==> src/rtl/pwm_pkg.sv <==
// -----------------------------------------------------------------------------
// pwm_pkg
//   Shared constants and helpers for the sixteen-channel PWM output driver.
//
//   PWM_CNT_W           width of the PWM period counter and duty value
//   PWM_DUTY_FULL       duty code meaning "always on" (100 %, not 255/256)
//   PWM_NUM_CH          number of output channels
//   PWM_CLK_DIV_DEFAULT default clk cycles per PWM counter step
// -----------------------------------------------------------------------------
package pwm_pkg;

  localparam int unsigned PWM_CNT_W           = 8;
  localparam logic [PWM_CNT_W-1:0] PWM_DUTY_FULL = 8'hFF;
  localparam int unsigned PWM_NUM_CH          = 16;
  localparam int unsigned PWM_CLK_DIV_DEFAULT = 3333;

  // PWM level for a given counter position and duty code.
  // Full-scale duty is special-cased so that 8'hFF is a solid high rather
  // than dropping out for the last counter step of each period.
  function automatic logic pwm_level(input logic [PWM_CNT_W-1:0] cnt,
                                     input logic [PWM_CNT_W-1:0] duty);
    return (duty == PWM_DUTY_FULL) || (cnt < duty);
  endfunction

endpackage

==> src/rtl/pwm_prescaler.sv <==
// -----------------------------------------------------------------------------
// pwm_prescaler
//   Free-running divider producing a one-cycle tick every CLK_DIV clk cycles.
//   The counter runs 0..CLK_DIV-1 and tick is high while it holds CLK_DIV-1,
//   so CLK_DIV = 1 yields a tick on every cycle.
//
//   Parameters:
//     CLK_DIV  clk cycles per tick (>= 1)
//   Ports:
//     clk    in   system clock
//     rst_n  in   asynchronous active-low reset
//     tick   out  high for one cycle at the end of each division interval
// -----------------------------------------------------------------------------
module pwm_prescaler #(
  parameter int unsigned CLK_DIV = 1
) (
  input  logic clk,
  input  logic rst_n,
  output logic tick
);

  // A 1-bit counter is still needed for CLK_DIV = 1 (it simply stays at 0).
  localparam int unsigned CW = (CLK_DIV > 1) ? $clog2(CLK_DIV) : 1;
  localparam logic [CW-1:0] LAST = CW'(CLK_DIV - 1);

  logic [CW-1:0] div_cnt;

  assign tick = (div_cnt == LAST);

  always_ff @(posedge clk or negedge rst_n) begin
    if (!rst_n) begin
      div_cnt <= '0;
    end else if (tick) begin
      div_cnt <= '0;
    end else begin
      div_cnt <= div_cnt + CW'(1);
    end
  end

endmodule

==> src/rtl/pwm_peripheral.sv <==
// -----------------------------------------------------------------------------
// pwm_peripheral
//   Sixteen-channel output driver fed by the SPI register file. One shared
//   8-bit PWM waveform is generated from clk through a prescaler; each channel
//   is forced low, driven static high, or driven with the PWM level according
//   to its output-enable and PWM-select bits. All PWM channels share a single
//   counter and are therefore phase-aligned.
//
//   Build option:
//     PWM_SHADOW_EN  when defined, the duty value is captured into a shadow
//                    register at each period boundary, so duty changes only
//                    take effect on the next period (no runt pulses). When
//                    undefined, the duty input is used directly and a change
//                    applies on the next cycle.
//
//   Parameters:
//     CLK_DIV          clk cycles per PWM counter step (>= 1);
//                      period = 256 * CLK_DIV clk cycles
//   Ports:
//     clk              in   system clock
//     rst_n            in   asynchronous active-low reset
//     en_reg_out_7_0   in   output enable, channels 7..0
//     en_reg_out_15_8  in   output enable, channels 15..8
//     en_reg_pwm_7_0   in   PWM select, channels 7..0
//     en_reg_pwm_15_8  in   PWM select, channels 15..8
//     pwm_duty_cycle   in   requested duty in 1/256 period units (FF = 100 %)
//     out              out  registered channel outputs
//     pwm_sync         out  registered one-cycle pulse at each period start
// -----------------------------------------------------------------------------
module pwm_peripheral
  import pwm_pkg::*;
#(
  parameter int unsigned CLK_DIV = PWM_CLK_DIV_DEFAULT
) (
  input  logic        clk,
  input  logic        rst_n,
  input  logic [7:0]  en_reg_out_7_0,
  input  logic [7:0]  en_reg_out_15_8,
  input  logic [7:0]  en_reg_pwm_7_0,
  input  logic [7:0]  en_reg_pwm_15_8,
  input  logic [7:0]  pwm_duty_cycle,
  output logic [15:0] out,
  output logic        pwm_sync
);

  logic                  tick;
  logic                  wrap;
  logic                  lvl;
  logic [PWM_CNT_W-1:0]  pwm_cnt;
  logic [PWM_CNT_W-1:0]  duty_act;
  logic [PWM_NUM_CH-1:0] en_out;
  logic [PWM_NUM_CH-1:0] en_pwm;
  logic [PWM_NUM_CH-1:0] out_d;

  assign en_out = {en_reg_out_15_8, en_reg_out_7_0};
  assign en_pwm = {en_reg_pwm_15_8, en_reg_pwm_7_0};

  // ---------------------------------------------------------------------------
  // Prescaler: one tick per counter step
  // ---------------------------------------------------------------------------
  pwm_prescaler #(
    .CLK_DIV (CLK_DIV)
  ) u_prescaler (
    .clk   (clk),
    .rst_n (rst_n),
    .tick  (tick)
  );

  // ---------------------------------------------------------------------------
  // Period counter; wraps 255 -> 0 on the last tick of the period
  // ---------------------------------------------------------------------------
  assign wrap = tick && (pwm_cnt == '1);

  always_ff @(posedge clk or negedge rst_n) begin
    if (!rst_n) begin
      pwm_cnt <= '0;
    end else if (tick) begin
      pwm_cnt <= pwm_cnt + PWM_CNT_W'(1);
    end
  end

  // ---------------------------------------------------------------------------
  // Active duty source
  // ---------------------------------------------------------------------------
`ifdef PWM_SHADOW_EN
  // Loaded on the same edge the counter returns to 0, so the new value
  // governs the whole of the following period.
  always_ff @(posedge clk or negedge rst_n) begin
    if (!rst_n) begin
      duty_act <= '0;
    end else if (wrap) begin
      duty_act <= pwm_duty_cycle;
    end
  end
`else
  assign duty_act = pwm_duty_cycle;
`endif

  // ---------------------------------------------------------------------------
  // Shared PWM level and per-channel output mux
  // ---------------------------------------------------------------------------
  assign lvl = pwm_level(pwm_cnt, duty_act);

  // Disabled channels are forced low; enabled non-PWM channels are high;
  // enabled PWM channels follow the shared level.
  always_comb begin
    out_d = en_out & (~en_pwm | {PWM_NUM_CH{lvl}});
  end

  always_ff @(posedge clk or negedge rst_n) begin
    if (!rst_n) begin
      out      <= '0;
      pwm_sync <= 1'b0;
    end else begin
      out      <= out_d;
      pwm_sync <= wrap;
    end
  end

endmodule

==> config.mk <==
export PLATFORM = sky130hd
export DESIGN_NAME = pwm_peripheral
export DESIGN_NICKNAME = d
export VERILOG_FILES = /design/src/rtl/pwm_pkg.sv /design/src/rtl/pwm_prescaler.sv /design/src/rtl/pwm_peripheral.sv
export SDC_FILE = /design/constraint.sdc
export NUM_CORES = 1
export LEC_CHECK = 0
export ABC_CLOCK_PERIOD_IN_PS = 2270
export CORE_ASPECT_RATIO = 0.6
export CORE_UTILIZATION = 34
export CTS_CLUSTER_SIZE = 16
export DETAILED_ROUTE_END_ITERATION = 7
export HOLD_SLACK_MARGIN = 0.1
export PLACE_DENSITY_LB_ADDON = 0.12
export SKIP_LAST_GASP = 1
export SLEW_MARGIN = 20
export SYNTH_ARGS = -nofsm -noshare
export SYNTH_HDL_FRONTEND = slang
export SYNTH_SLANG_ARGS = --single-unit
==> constraint.sdc <==
create_clock -name clk -period 2.27 [get_ports clk]
set_input_delay 0.227 -clock clk [delete_from_list [all_inputs] [get_ports clk]]
set_output_delay 0.227 -clock clk [all_outputs]
set_load 0.1 [all_outputs]
==> results of run 1 <==
[synth_stat cells (2+ instances only)]
cell / count / area share (%)
a21boi_0: 16 / 7.1
and3_1: 2 / 0.73
and4_1: 2 / 1.0
dfrtp_1: 37 / 54
ha_1: 10 / 7.3
inv_1: 10 / 2.2
nand2_1: 5 / 1.1
nand2_2: 2 / 0.73
nand2b_1: 2 / 0.73
nand3_1: 6 / 1.8
nand4_1: 8 / 2.9
nor2_1: 9 / 2.0
xnor2_1: 9 / 4.6
xor2_1: 5 / 2.6
[cell families after synthesis]
logic type	count (synthesis)	synth area share [%]
AO/OA/AOI/OAI	24	10.43
XOR/XNOR	15	8.156
adder cells (fa/ha/maj)	10	7.348
buffers and inverters	12	3.086
flip-flops	37	54.37
multiplexers	2	1.249
AND/OR/NAND/NOR	43	15.36
[per-layer routing]
layer	vias to the layer above	share of wire, %
li1	635	-
met1	592	46
met2	49	42
met3	4	11
met4	0	0.79
met5	-	0
[worst register-to-register path: cells and delay by family, from the launching register on]
family	cells	cell delay [ns]
buffers and inverters	1	0.21
xor gates and xnor gates	1	0.15
and+or+nand+nor	3	1.03
DFF	1	0.43
[per-stage QoR]
stage / cell area (µm²) / utilization, % / power (W) / TNS [ns]
2_1_floorplan: 1703 / - / 0.0008189 / 0
3_3_place_gp: 2330 / 49.75 / 0.0009302 / 0
3_5_place_dp: 2330 / 49.75 / 0.0009353 / -0.01100
4_1_cts: 2422 / 51.72 / 0.001378 / 0
5_1_grt: 2422 / 51.72 / 0.001419 / 0
6_report: 2422 / 51.72 / 0.001356 / 0
[registers in the layout, indices dropped and copies added, names as in the netlist]
name / cells
pwm_sync: 1
pwm_cnt: 8
out: 16
u_prescaler.div_cnt: 12
[area by class of cell]
| type | instances | area (µm²) | share of cell area, % |
|---|---|---|---|
| Sequential cell | 37 | 925.9 | 38.22 |
| Inverter | 10 | 37.54 | 1.550 |
| Clock inverter | 2 | 10.01 | 0.4132 |
| Clock buffer | 6 | 72.57 | 2.996 |
| Multi-Input combinational cell | 94 | 724.4 | 29.91 |
| Timing Repair Buffer | 63 | 573.1 | 23.66 |
| Tap cell | 63 | 78.83 | 3.254 |
[cells in the final DEF, fill, tap and decap left out, types with 5 or more instances in the layout]
| cell type | count |
|---|---|
| clkbuf_8 | 5 |
| nor2_1 | 9 |
| dfrtp_1 | 37 |
| nand2_1 | 5 |
| buf_4 | 21 |
| nand4_1 | 8 |
| ha_1 | 10 |
| xor2_1 | 5 |
| clkdlybuf4s50_1 | 40 |
| xnor2_1 | 9 |
| nand3_1 | 6 |
| a21boi_0 | 16 |
| inv_1 | 10 |
[power breakdown]
group	switching [W]	leakage [nW]	internal (W)	total, W
Sequential	0.00000404	0.466	0.000673	0.000677
Clock	0.000223	0.0450	0.000213	0.000436
Combinational	0.000152	0.625	0.0000914	0.000243
[worst paths after layout]
check | startpoint | to | slack (ns) | depth (start not counted)
setup reg to reg | u_prescaler.div_cnt[4]$_DFF_PN0_ | pwm_cnt[4]$_DFFE_PN0N_ | 0.34 | 5
hold / removal | u_prescaler.div_cnt[11]$_DFF_PN0_ | u_prescaler.div_cnt[11]$_DFF_PN0_ | 0.48 | 1
hold reg to reg | u_prescaler.div_cnt[11]$_DFF_PN0_ | u_prescaler.div_cnt[11]$_DFF_PN0_ | 0.48 | 1
max in group asynchronous | rst_n | out[0]$_DFF_PN0_ | 1.20 | 2
min in group asynchronous | rst_n | u_prescaler.div_cnt[7]$_DFF_PN0_ | 0.57 | 2
setup / recovery | pwm_duty_cycle[1] | out[8]$_DFF_PN0_ | 0.28 | 7
[what timing repair did]
action | 4_1_cts | 5_1_grt
hold endpoints to repair | 37 | 0
buffers inserted | 0 | 0
hold buffers | 1 | 0
gates resized for setup | 0 | 0
==> impl_summary.md, run 1 <==
Synth
Among all flip-flop cells after synthesis, the most frequent one is dfrtp_1. For this run, asynchronously set or reset flops after synthesis account for 100.0%. The sequential area share after synthesis is 54.37%. The post-synthesis net count is 195.

The combined area of all synthesized cells is 1703 µm². The post-synthesis sequential element count is 37. The number of standard cells after synthesis is 143. The synthesized design contains 0 enable-type register cells. The synthesized area divided by synthesized cell count is 11.91 µm². The Yosys step of the flow raised 0 warnings. The number of library cell types mapped by synthesis is 34.

Timing
The count of final max-slew check failures came to 0. The worst setup slack after layout is 0.2810 ns. Based on the critical path, the design can be clocked at up to 502.8 MHz. Setup violations remaining at the end of the flow were counted as 0.

The final critical path time including I/O delays and setup is 1.989 ns. The worst clock skew is 0.002937 ns. The total count of hold-check failures in the final report was 0. The final critical path takes up 87.62% of the cycle.

At the pin with the least slew margin, the transition time is 0.7966 ns. Setup repair after global routing left no endpoint under its margin. The worst pin sits at a relative slew slack of 46.89%. The minimum hold slack is 0.4763 ns.

Global route
Entering global routing, the biggest net connects 38 pins. The leftover overflow at the end of global routing is 0. The initial antenna violation count came to 0.

The number of global-route vias before repair is 1,364. The met1 capacity usage during global routing is 19.67%. Global routing consumed, on the met3 layer, 8.808% of the routing resources.

The global-route wire length before repair is 6292 µm. Global routing consumed, over all layers together, 15.84% of the routing resources. Global routing used 23.53% of the available met2 tracks. The global routing stage identified its most utilized layer as met2.

Clock tree
The root buffer cell chosen for the clock tree is clkbuf_8. The clock sink count is 37. The H-tree depth is 2.

The number of buffers created by CTS is 5. The clock reaches the later pin of the worst-skew pair after 0.28 ns. TritonCTS built the clock tree. The clock slew at the register clock pins of the worst setup and hold paths is 0.07 ns. The maximum root-to-sink buffer count is 2.

Floorplanning
The count of standard-cell rows is 19. The core outline area is 4683 µm². 59 I/O pins were placed.

The die is 93.37 µm wide. The starting density of the core is 36.36%. Measured along the y axis, the die boundary spans 56.82 µm.

The die covers 5305 µm².

Place
At the placement stage, the worst setup path has a slack of -0.01100 ns. Including well taps, the total number of placed cells is 266. Input and output buffers added on the ports amount to 58. The global placer's final weighted congestion is 0.7692. The wire-length estimate of the detail-placed layout is 2937 µm.

Finish
The total of fill cells in the finished design is 411. The number of antenna diodes in the final layout is 0. The post-layout net count is 263.

The layout cell share with drive strength beyond 1 is 16.98%. For this run, the number of standard cells in the final layout without fillers is 275. Relative to the synthesized area, the layout overhead comes to 42.25%.

Route
After detailed routing, the total wire length is 3668 µm. Before antenna repair, the detailed router went through 4 iterations. The number of remaining DRC errors is 0. In this run, the number of DRC markers left after iteration 0 of detailed routing was 27. The wire length per cell after detailed routing is 13.34 µm. Once detail routing completed, the nets flagged for antenna violations numbered 0. Dividing the detail-routed via count by the number of cells gives 4.655. The number of vias after detailed routing is 1,280.

Worst setup path
The number of buffers and inverters on the critical path is 3. The worst endpoint required time is 2.45 ns. The worst setup path is of the in2reg kind. In this run the worst path has a maximum fanout of 16.

The worst setup path is captured at a flip-flop. Traced cell by cell, the critical path runs through clkdlybuf4s50_1, inv_1, ha_1, a2111oi_0, o32ai_1, buf_4, a21boi_0. The type of element launching the critical path is an input port. The maximum cell stage delay along the critical path is 0.53 ns. The kind of cell adding the most delay to the critical path is compound AO/OA/AOI/OAI gates. The worst endpoint data arrival time is 2.17 ns.

For this design, the slowest cell found on the critical path is a2111oi_0.

Outcome
The flow ran to the end, and the final reports show no timing, DRC or antenna violations.

Power
The power per cell area is 560.0 nW/µm². Across the VDD grid, the largest voltage drop is 0.0002894 V. Summed over all cells, the static leakage comes to 1.135 nW.

Min path
In this run the worst hold path is classified as reg2reg.

Job
Max-cap violations in this run came to 0.
(Power assumes the default switching activity.)
==> inputs of run 2 (changes only) <==
--- a/config.mk
+++ b/config.mk
@@ -5,7 +5,7 @@
 export SDC_FILE = /design/constraint.sdc
 export NUM_CORES = 1
 export LEC_CHECK = 0
-export ABC_CLOCK_PERIOD_IN_PS = 2270
+export ABC_CLOCK_PERIOD_IN_PS = 1700
 export CORE_ASPECT_RATIO = 0.6
 export CORE_UTILIZATION = 34
 export CTS_CLUSTER_SIZE = 16
==> constraint.sdc (replaced) <==
create_clock -name clk -period 1.7 [get_ports clk]
set_input_delay 0.17 -clock clk [delete_from_list [all_inputs] [get_ports clk]]
set_output_delay 0.17 -clock clk [all_outputs]
set_load 0.1 [all_outputs]
==> run 2 against run 1 <==
Against the previous run: global-route usage is 0.51 points higher; highest routed layer unchanged; hold slack worse by 0.034 ns; cell count is 9.1% higher; clock skew is 0.0022 ns higher; core utilization is 8.0 points higher; combinational power is 45% higher; the run now ends with setup timing left; critical endpoint is now pwm_cnt[1]$_DFFE_PN0N_; sequential share of layout area is 5.1 points lower.
==> impl_summary.md, run 2 (synthesis gave the netlist of run 1 again) <==
Outcome
The flow ran to the end, but the final reports show violations. The final reports fail on setup timing.

Power
The power per cell area is 660.6 nW/µm² (+18%). The proportion of power drawn by the clock network is 31.9% (-0.2 points). The static leakage is 1.306 nW (+15%). The combinational power share is 19.1% (+1.2 points).

The cell internal power dissipation came to 0.001322 W (+35%). The net switching power of the design was 0.0005248 W (+38%). The net switching share of the total power is 28.42% (+0.49 points). The overall power of the completed layout is 0.001846 W (+36%). The sequential power share came to 49.0% (-0.9 points).

The peak supply drop came to 0.0004304 V (+49%).

Clock tree
The H-tree depth is 2 (unchanged). The clock sink count is 37 (unchanged). The maximum root-to-sink buffer count is 2 (unchanged).

The number of buffers created by CTS came to 5 (unchanged). The root buffer cell is clkbuf_8. TritonCTS built the clock tree.

The clock slew at the register clock pins of the worst setup and hold paths was 0.07 ns (about the same). The clock insertion delay at the later pin of the skew report is 0.28 ns (about the same).

Place
The number of port buffers is 58 (unchanged). The global placer's final weighted congestion is 0.7543 (-1.9%). The total cell area at the placement stage is 2490 µm² (+6.9%). The estimated wirelength of the detail-placed design is 2922 µm (-0.52%). The number of instances in the placed design is 283 (+6.4%).

Finish
The total of fill cells in the finished design is 372 (-9.5%). The post-route standard cell area excluding fillers was 2795 µm² (+15%). Relative to the synthesized area, the layout overhead comes to 64.14%.

Leaving out fill and tap cells, the most frequent cells in the layout are buf_4 (42), clkdlybuf4s50_1 (40), dfrtp_1 (36). The layout cell share with drive strength beyond 1 came to 37.13% (+20 points). The post-layout net count is 288 (+9.5%). The antenna diode count is 0 (unchanged).

The largest registers in the layout are out (16), u_prescaler.div_cnt (12), pwm_cnt (8). The final instance count without filler cells came to 300 (+9.1%). Leaving out fill and tap cells, the most frequent cell in the layout is buf_4. The flip-flop count of the largest register, all copies and words added is 16 (unchanged). The register with the most flip-flops in the final layout is out.

Global route
The initial antenna violation count is 0 (unchanged). The pin count of the biggest net entering global routing was 38 (unchanged). The leftover overflow at the end of global routing is 0 (unchanged).

The global routing usage summed across all routing layers is 16.34% (+0.51 points). The number of global-route vias before repair is 1,430 (+4.8%). The global-route wire length before repair came to 6492 µm (+3.2%).

Floorplanning
The chip width was 93.37 µm (unchanged). The height of the die came to 56.82 µm (unchanged). The count of standard-cell rows is 19 (unchanged).

The starting density of the core is 36.36% (unchanged). The die outline area is 5305 µm² (unchanged). The core outline area came to 4683 µm² (unchanged). The total I/O pin count is 59 (unchanged).

Worst setup path
The worst setup slack for register-to-register paths is -0.02 ns (-0.36 ns). Walking the worst path, the cells encountered are or4b_4, nor4_4, buf_6, mux2_4. The slowest stage cell on the critical path is or4b_4. The launch point of the worst path is u_prescaler.div_cnt[4]$_DFF_PN0_.

The worst register-to-register path begins at u_prescaler.div_cnt[4]$_DFF_PN0_. The total number of cells along the worst setup path is 4 (-3). The worst endpoint data arrival time is 1.89 ns (-0.28 ns). The kind of cell with the highest combined delay along the critical path is simple AND/OR/NAND/NOR gates. The maximum cell stage delay along the critical path is 0.55 ns (+0.02 ns). The type of the worst setup path is reg2reg. The worst setup path is launched from a flip-flop.

The cell depth of the worst flop-to-flop path is 4 (-1). The peak fanout along the critical path is 8 (-8). The worst endpoint required time is 1.87 ns (-0.58 ns). The buffering stage count on the worst path with inverters included is 1 (-2). The terminus of the critical flop-to-flop path is pwm_cnt[1]$_DFFE_PN0N_. The sort of element at the end of the critical path is a flip-flop.

Route
The wire length per cell after detailed routing was 13.31 µm (-0.21%). The number of violations reported at the end of detailed-routing iteration 0 came to 23 (-15%). The vias per cell is 4.623 (-0.67%). The number of remaining DRC errors was 0 (unchanged). The number of detailed-routing iterations run before antenna repair came to 4 (unchanged). The wire length after detailed routing was 3993 µm (+8.9%).

The number of vias after detailed routing came to 1,387 (+8.4%). The number of nets with antenna violations after detailed routing is 0 (unchanged).

Timing
The worst setup slack after layout was -0.02092 ns (-0.3019 ns). The total of endpoints with negative setup slack in the final report is 19 (+19). The count of final max-slew check failures is 0 (unchanged). The timing-limited maximum frequency is 581.1 MHz. Setup repair after global routing could not meet its margin everywhere.

The total count of hold-check failures in the final report is 0 (unchanged). The worst slew slack as a fraction of its limit is 46.48% (-0.42 points). The worst clock skew is 0.005102 ns (+0.002165 ns).

The final critical path time including I/O delays and setup is 1.721 ns. The final clock period utilization by the worst path is 101.2%. The pin slew with the least headroom to its limit is 0.8029 ns (+0.006256 ns).

Min path
The start point of the worst min-delay path is en_reg_pwm_7_0[5]. The class of the worst hold path is in2reg. The hold-critical path endpoint is out[5]$_DFF_PN0_. The hold-critical path depth is 2 (+1).

Job
The max capacitance violation total is 0 (unchanged).
## run 2: final cells by class
| cell class | count | area (µm²) | area share (%) |
|---|---|---|---|
| clock inverter | 3 | 17.52 | 0.6267 |
| tap | 63 | 78.83 | 2.820 |
| timing repair buffer | 88 | 788.3 | 28.20 |
| inverter | 10 | 37.54 | 1.343 |
| clock buffer | 5 | 68.82 | 2.462 |
| sequential | 37 | 927.1 | 33.17 |
| multi-input combinational | 94 | 877.1 | 31.38 |
## run 2: per-stage QoR
stage / utilization (%) / TNS [ns] / setup WS (ns) / hold slack [ns]
CTS: 55.89 / -0.03985 / -0.02014 / 0.4186
floorplan: - / -0.03756 / -0.003527 / -0.1256
detailed placement: 53.17 / -4.980 / -0.4062 / 0.3101
global placement: 53.17 / -4.011 / -0.2741 / 0.2869
global route: 59.68 / -1.645 / -0.08234 / 0.4405
finish: 59.68 / -0.1728 / -0.02092 / 0.4424
## run 2: worst max-delay path by stage
| stage | endpoint | slack [ns] |
|---|---|---|
| 2_1_floorplan | out[10]$_DFF_PN0_ | -0.004 |
| 3_3_place_gp | out[0]$_DFF_PN0_ | -0.27 |
| 3_5_place_dp | out[4]$_DFF_PN0_ | -0.41 |
| 4_1_cts | out[4]$_DFF_PN0_ | -0.02 |
| 5_1_grt | pwm_cnt[1]$_DFFE_PN0N_ | -0.08 |
| 6_report | pwm_cnt[1]$_DFFE_PN0N_ | -0.02 |
## run 2: power groups by stage
stage	registers, W	logic [W]	clock network, W
final	0.000905	0.000353	0.000588
after global routing	0.000907	0.000373	0.000663
after floorplan	0.00107	0.0000292	0
after CTS	0.000905	0.000335	0.000618
after detailed placement	0.000922	0.000332	0
after global placement	0.000922	0.000327	0
## run 2: routing by layer
layer,routed length (µm),vias up,GRT usage (%)
met4,40,0,5.275
met1,1845,647,20.84
li1,-,682,-
met3,343,4,7.182
met5,0,-,0
met2,1763,54,24.89
## run 2: timing repair
action / in CTS / in global routing
gates resized for setup: 5 / 37
hold buffers: 1 / 0
pin swaps: 0 / 18
setup buffers: 2 / 5
hold endpoints to repair: 37 / 0
setup endpoints to repair: 10 / 26
gates cloned: 0 / 1
==> inputs of run 3 (changes only) <==
--- a/config.mk
+++ b/config.mk
@@ -7,11 +7,11 @@
 export LEC_CHECK = 0
 export ABC_CLOCK_PERIOD_IN_PS = 1700
 export CORE_ASPECT_RATIO = 0.6
-export CORE_UTILIZATION = 34
+export CORE_UTILIZATION = 40
 export CTS_CLUSTER_SIZE = 16
 export DETAILED_ROUTE_END_ITERATION = 7
 export HOLD_SLACK_MARGIN = 0.1
-export PLACE_DENSITY_LB_ADDON = 0.12
+export PLACE_DENSITY = 0.8
 export SKIP_LAST_GASP = 1
 export SLEW_MARGIN = 20
 export SYNTH_ARGS = -nofsm -noshare
==> constraint.sdc (replaced) <==
create_clock -name clk -period 1.7 [get_ports clk]
set_input_delay 0.255 -clock clk [delete_from_list [all_inputs] [get_ports clk]]
set_output_delay 0.255 -clock clk [all_outputs]
set_load 0.1 [all_outputs]
==> run 3 against run 2 <==
Against the previous run: register-to-register slack got worse by 0.08 ns; count of clock-buffer cells in the layout increased by 2; the run still ends with setup timing left; core utilization increased by 22 points; hold slack improved by 0.052 ns; sequential share of layout area decreased by 3.9 points; power increased by 16%; combinational power increased by 19%.
==> impl_summary.md, run 3 (synthesis gave the netlist of run 1 again) <==
Clock tree
The clock insertion delay at the later pin of the skew report came to 0.29 ns (about the same). The H-tree depth came to 2 (unchanged). The clock slew at the register clock pins of the worst setup and hold paths is 0.08 ns (about the same). The clock sink count is 37 (unchanged). TritonCTS built the clock tree. The root buffer cell is clkbuf_8. The number of buffers created by CTS is 5 (unchanged). The maximum root-to-sink buffer count was 2 (unchanged).

Route
The number of remaining DRC errors is 0 (unchanged). The met2 wire length is 2656 µm (+51%). The highest routed metal layer is met4. The number of nets with antenna violations after detailed routing is 0 (unchanged). The number of vias after detailed routing is 1,486 (+7.1%).

The total met3 wirelength after detailed routing is 357 µm (+4.1%). The routed length on met1 was 2241 µm (+21%). The number of violations reported at the end of detailed-routing iteration 0 is 30 (+30%). The wire length per cell after detailed routing is 17.92 µm (+35%). The wire length after detailed routing is 5305 µm (+33%). The number of detailed-routing iterations run before antenna repair is 4 (unchanged). The vias per cell is 5.020 (+8.6%).

Worst setup path
The worst setup slack for register-to-register paths is -0.10 ns (-0.08 ns). The peak fanout along the critical path is 8 (unchanged). The worst endpoint required time is 1.92 ns (+0.05 ns). In this run the critical register-to-register path is launched from pwm_cnt[7]$_DFFE_PN0N_. The buffering stage count on the worst path with inverters included came to 2 (+1). The signal on the critical path passes through ha_4, buf_4, a41o_1, a21oi_2, o32ai_4, clkbuf_16, a21boi_2. Among all stages on the critical path, the largest delay is contributed by dfrtp_1. The kind of cell with the highest combined delay along the critical path is compound AO/OA/AOI/OAI gates. The worst endpoint data arrival time is 2.02 ns (+0.13 ns). The maximum cell stage delay along the critical path is 0.43 ns (-0.12 ns).

The type of element launching the critical path is a flip-flop. The type of the worst setup path is reg2reg. STA classifies the critical path endpoint as a flip-flop.

The launch point of the worst path is pwm_cnt[7]$_DFFE_PN0N_.

Finish
In the layout the commonest cells are dfrtp_1 (37), clkdlybuf4s50_1 (36), buf_4 (24). The total of fill cells in the finished design came to 203 (-45%). The area growth from synthesis to layout is 85.82%. The layout cell share with drive strength beyond 1 is 41.84% (+4.7 points).

The post-layout net count came to 290 (+0.69%). In the final layout, the registers with the most flip-flops are out (16), u_prescaler.div_cnt (12), pwm_cnt (8). The most common library cell in the layout ignoring fill and taps is dfrtp_1. out holds more flip-flops than any other register. The antenna diode count is 0 (unchanged). The flip-flop count of the largest register, all copies and words added is 16 (unchanged). The final core utilization is 81.74% (+22 points).

The final instance count without filler cells was 296 (-1.3%).

Global route
The initial antenna violation count came to 0 (unchanged). The leftover overflow at the end of global routing was 0 (unchanged). The global-route wire length before repair is 7562 µm (+16%). The global routing usage summed across all routing layers is 23.18% (+6.8 points). The pin count of the biggest net entering global routing came to 38 (unchanged). The number of global-route vias before repair is 1,596 (+12%).

Floorplanning
The die outline area is 4531 µm² (-15%). The count of standard-cell rows came to 17 (-2). The height of the die is 52.54 µm (-7.5%). The chip width was 86.24 µm (-7.6%).

The starting density of the core is 43.99% (+7.6 points). The total I/O pin count is 59 (unchanged). The core outline area came to 3871 µm² (-17%).

Timing
The final clock period utilization by the worst path came to 106.1% (+4.9 points). The worst slew slack as a fraction of its limit came to 68.18% (+22 points). The final critical path time including I/O delays and setup is 1.804 ns (+0.08323 ns). The total of endpoints with negative setup slack in the final report is 27 (+8). The minimum hold slack came to 0.4945 ns (+0.05218 ns). Setup repair after global routing could not meet its margin everywhere. The worst setup slack after layout was -0.1041 ns (-0.08323 ns). The total count of hold-check failures in the final report is 0 (unchanged). The timing-limited maximum frequency is 554.3 MHz (-4.6%). The worst clock skew is 0.01053 ns (+0.005432 ns).

The count of final max-slew check failures came to 0 (unchanged). The setup TNS was -1.389 ns (-1.216 ns). The pin slew with the least headroom to its limit is 0.4773 ns (-0.3256 ns).

Job
The max capacitance violation total is 0 (unchanged).

Place
The number of port buffers is 58 (unchanged). The global placer's final weighted congestion is 0.8753 (+16%). The estimated wirelength of the detail-placed design is 3136 µm (+7.3%). The number of instances in the placed design is 279 (-1.4%).

Power
The overall power of the completed layout is 0.002136 W (+16%). The static leakage is 1.472 nW (+13%). The power per cell area is 675.0 nW/µm² (+2.2%). The peak supply drop came to 0.0006300 V (+46%).

Outcome
The checks that failed: setup timing. The flow ran to the end, but the final reports show violations.

Min path
The startpoint identified for the worst hold timing path is u_prescaler.div_cnt[11]$_DFF_PN0_. The class of the worst hold path is reg2reg.
-- run 3: changes by cell type in the layout (fill, tap and decap cells not counted), sizes merged --
cell	change
buf	+1
bufinv	+1
clkbuf	+3
clkdlybuf4s50	-4
clkinv	-2
clkinvlp	-1
dlymetal6s2s	+4
-- run 3: layout make-up --
class / count / area (µm²) / share of cell area (%)
multi-input combinational: 94 / 957.2 / 30.25
inverter: 10 / 37.54 / 1.186
timing repair buffer: 90 / 1056 / 33.37
tap: 57 / 71.32 / 2.254
sequential: 37 / 925.9 / 29.26
clock buffer: 7 / 86.33 / 2.728
clock inverter: 1 / 30.03 / 0.9490
-- run 3: repair_timing --
action                     CTS  global route
hold endpoints to repair    37             0
resized for setup           24            32
setup buffers                4             2
hold buffers                 1             0
setup endpoints to repair   24            32
gates cloned                 1             1
pin swaps                    8            19
-- run 3: per-layer routing --
| layer | track usage [%] | vias to the layer above |
|---|---|---|
| met5 | 0 | - |
| met4 | 8.611 | 0 |
| met3 | 8.504 | 6 |
| met2 | 37.43 | 63 |
| met1 | 28.83 | 730 |
| li1 | - | 687 |
-- run 3: path summary, 6_finish.rpt --
check / to / cells after the start
setup / recovery: out[15]$_DFF_PN0_ / 7
hold / removal: u_prescaler.div_cnt[11]$_DFF_PN0_ / 1
setup reg to reg: out[15]$_DFF_PN0_ / 7
hold reg to reg: u_prescaler.div_cnt[11]$_DFF_PN0_ / 1
max in group asynchronous: u_prescaler.div_cnt[10]$_DFF_PN0_ / 3
min in group asynchronous: pwm_cnt[7]$_DFFE_PN0N_ / 3
-- run 3: worst register-to-register path: cells and delay by family, from the launching register on --
kind / cells / cell delay (ns)
flip-flops: 1 / 0.43
buffers and inverters: 2 / 0.32
adder cells (fa/ha/maj): 1 / 0.23
AO/OA/AOI/OAI: 4 / 0.74
-- run 3: stage by stage --
stage                     area (µm²)  setup slack (ns)
after floorplan                 1739         -0.003527
after global placement          2710           -0.7503
after detailed placement        2710           -0.9272
after CTS                       2975          -0.06905
after global routing            3164           -0.1495
final                           3164           -0.1041
-- run 3: where the power goes --
part / total, W / switching (W) / internal (W)
registers: 0.000916 / 0.0000170 / 0.000899
clock network: 0.000799 / 0.000320 / 0.000479
logic: 0.000421 / 0.000226 / 0.000194
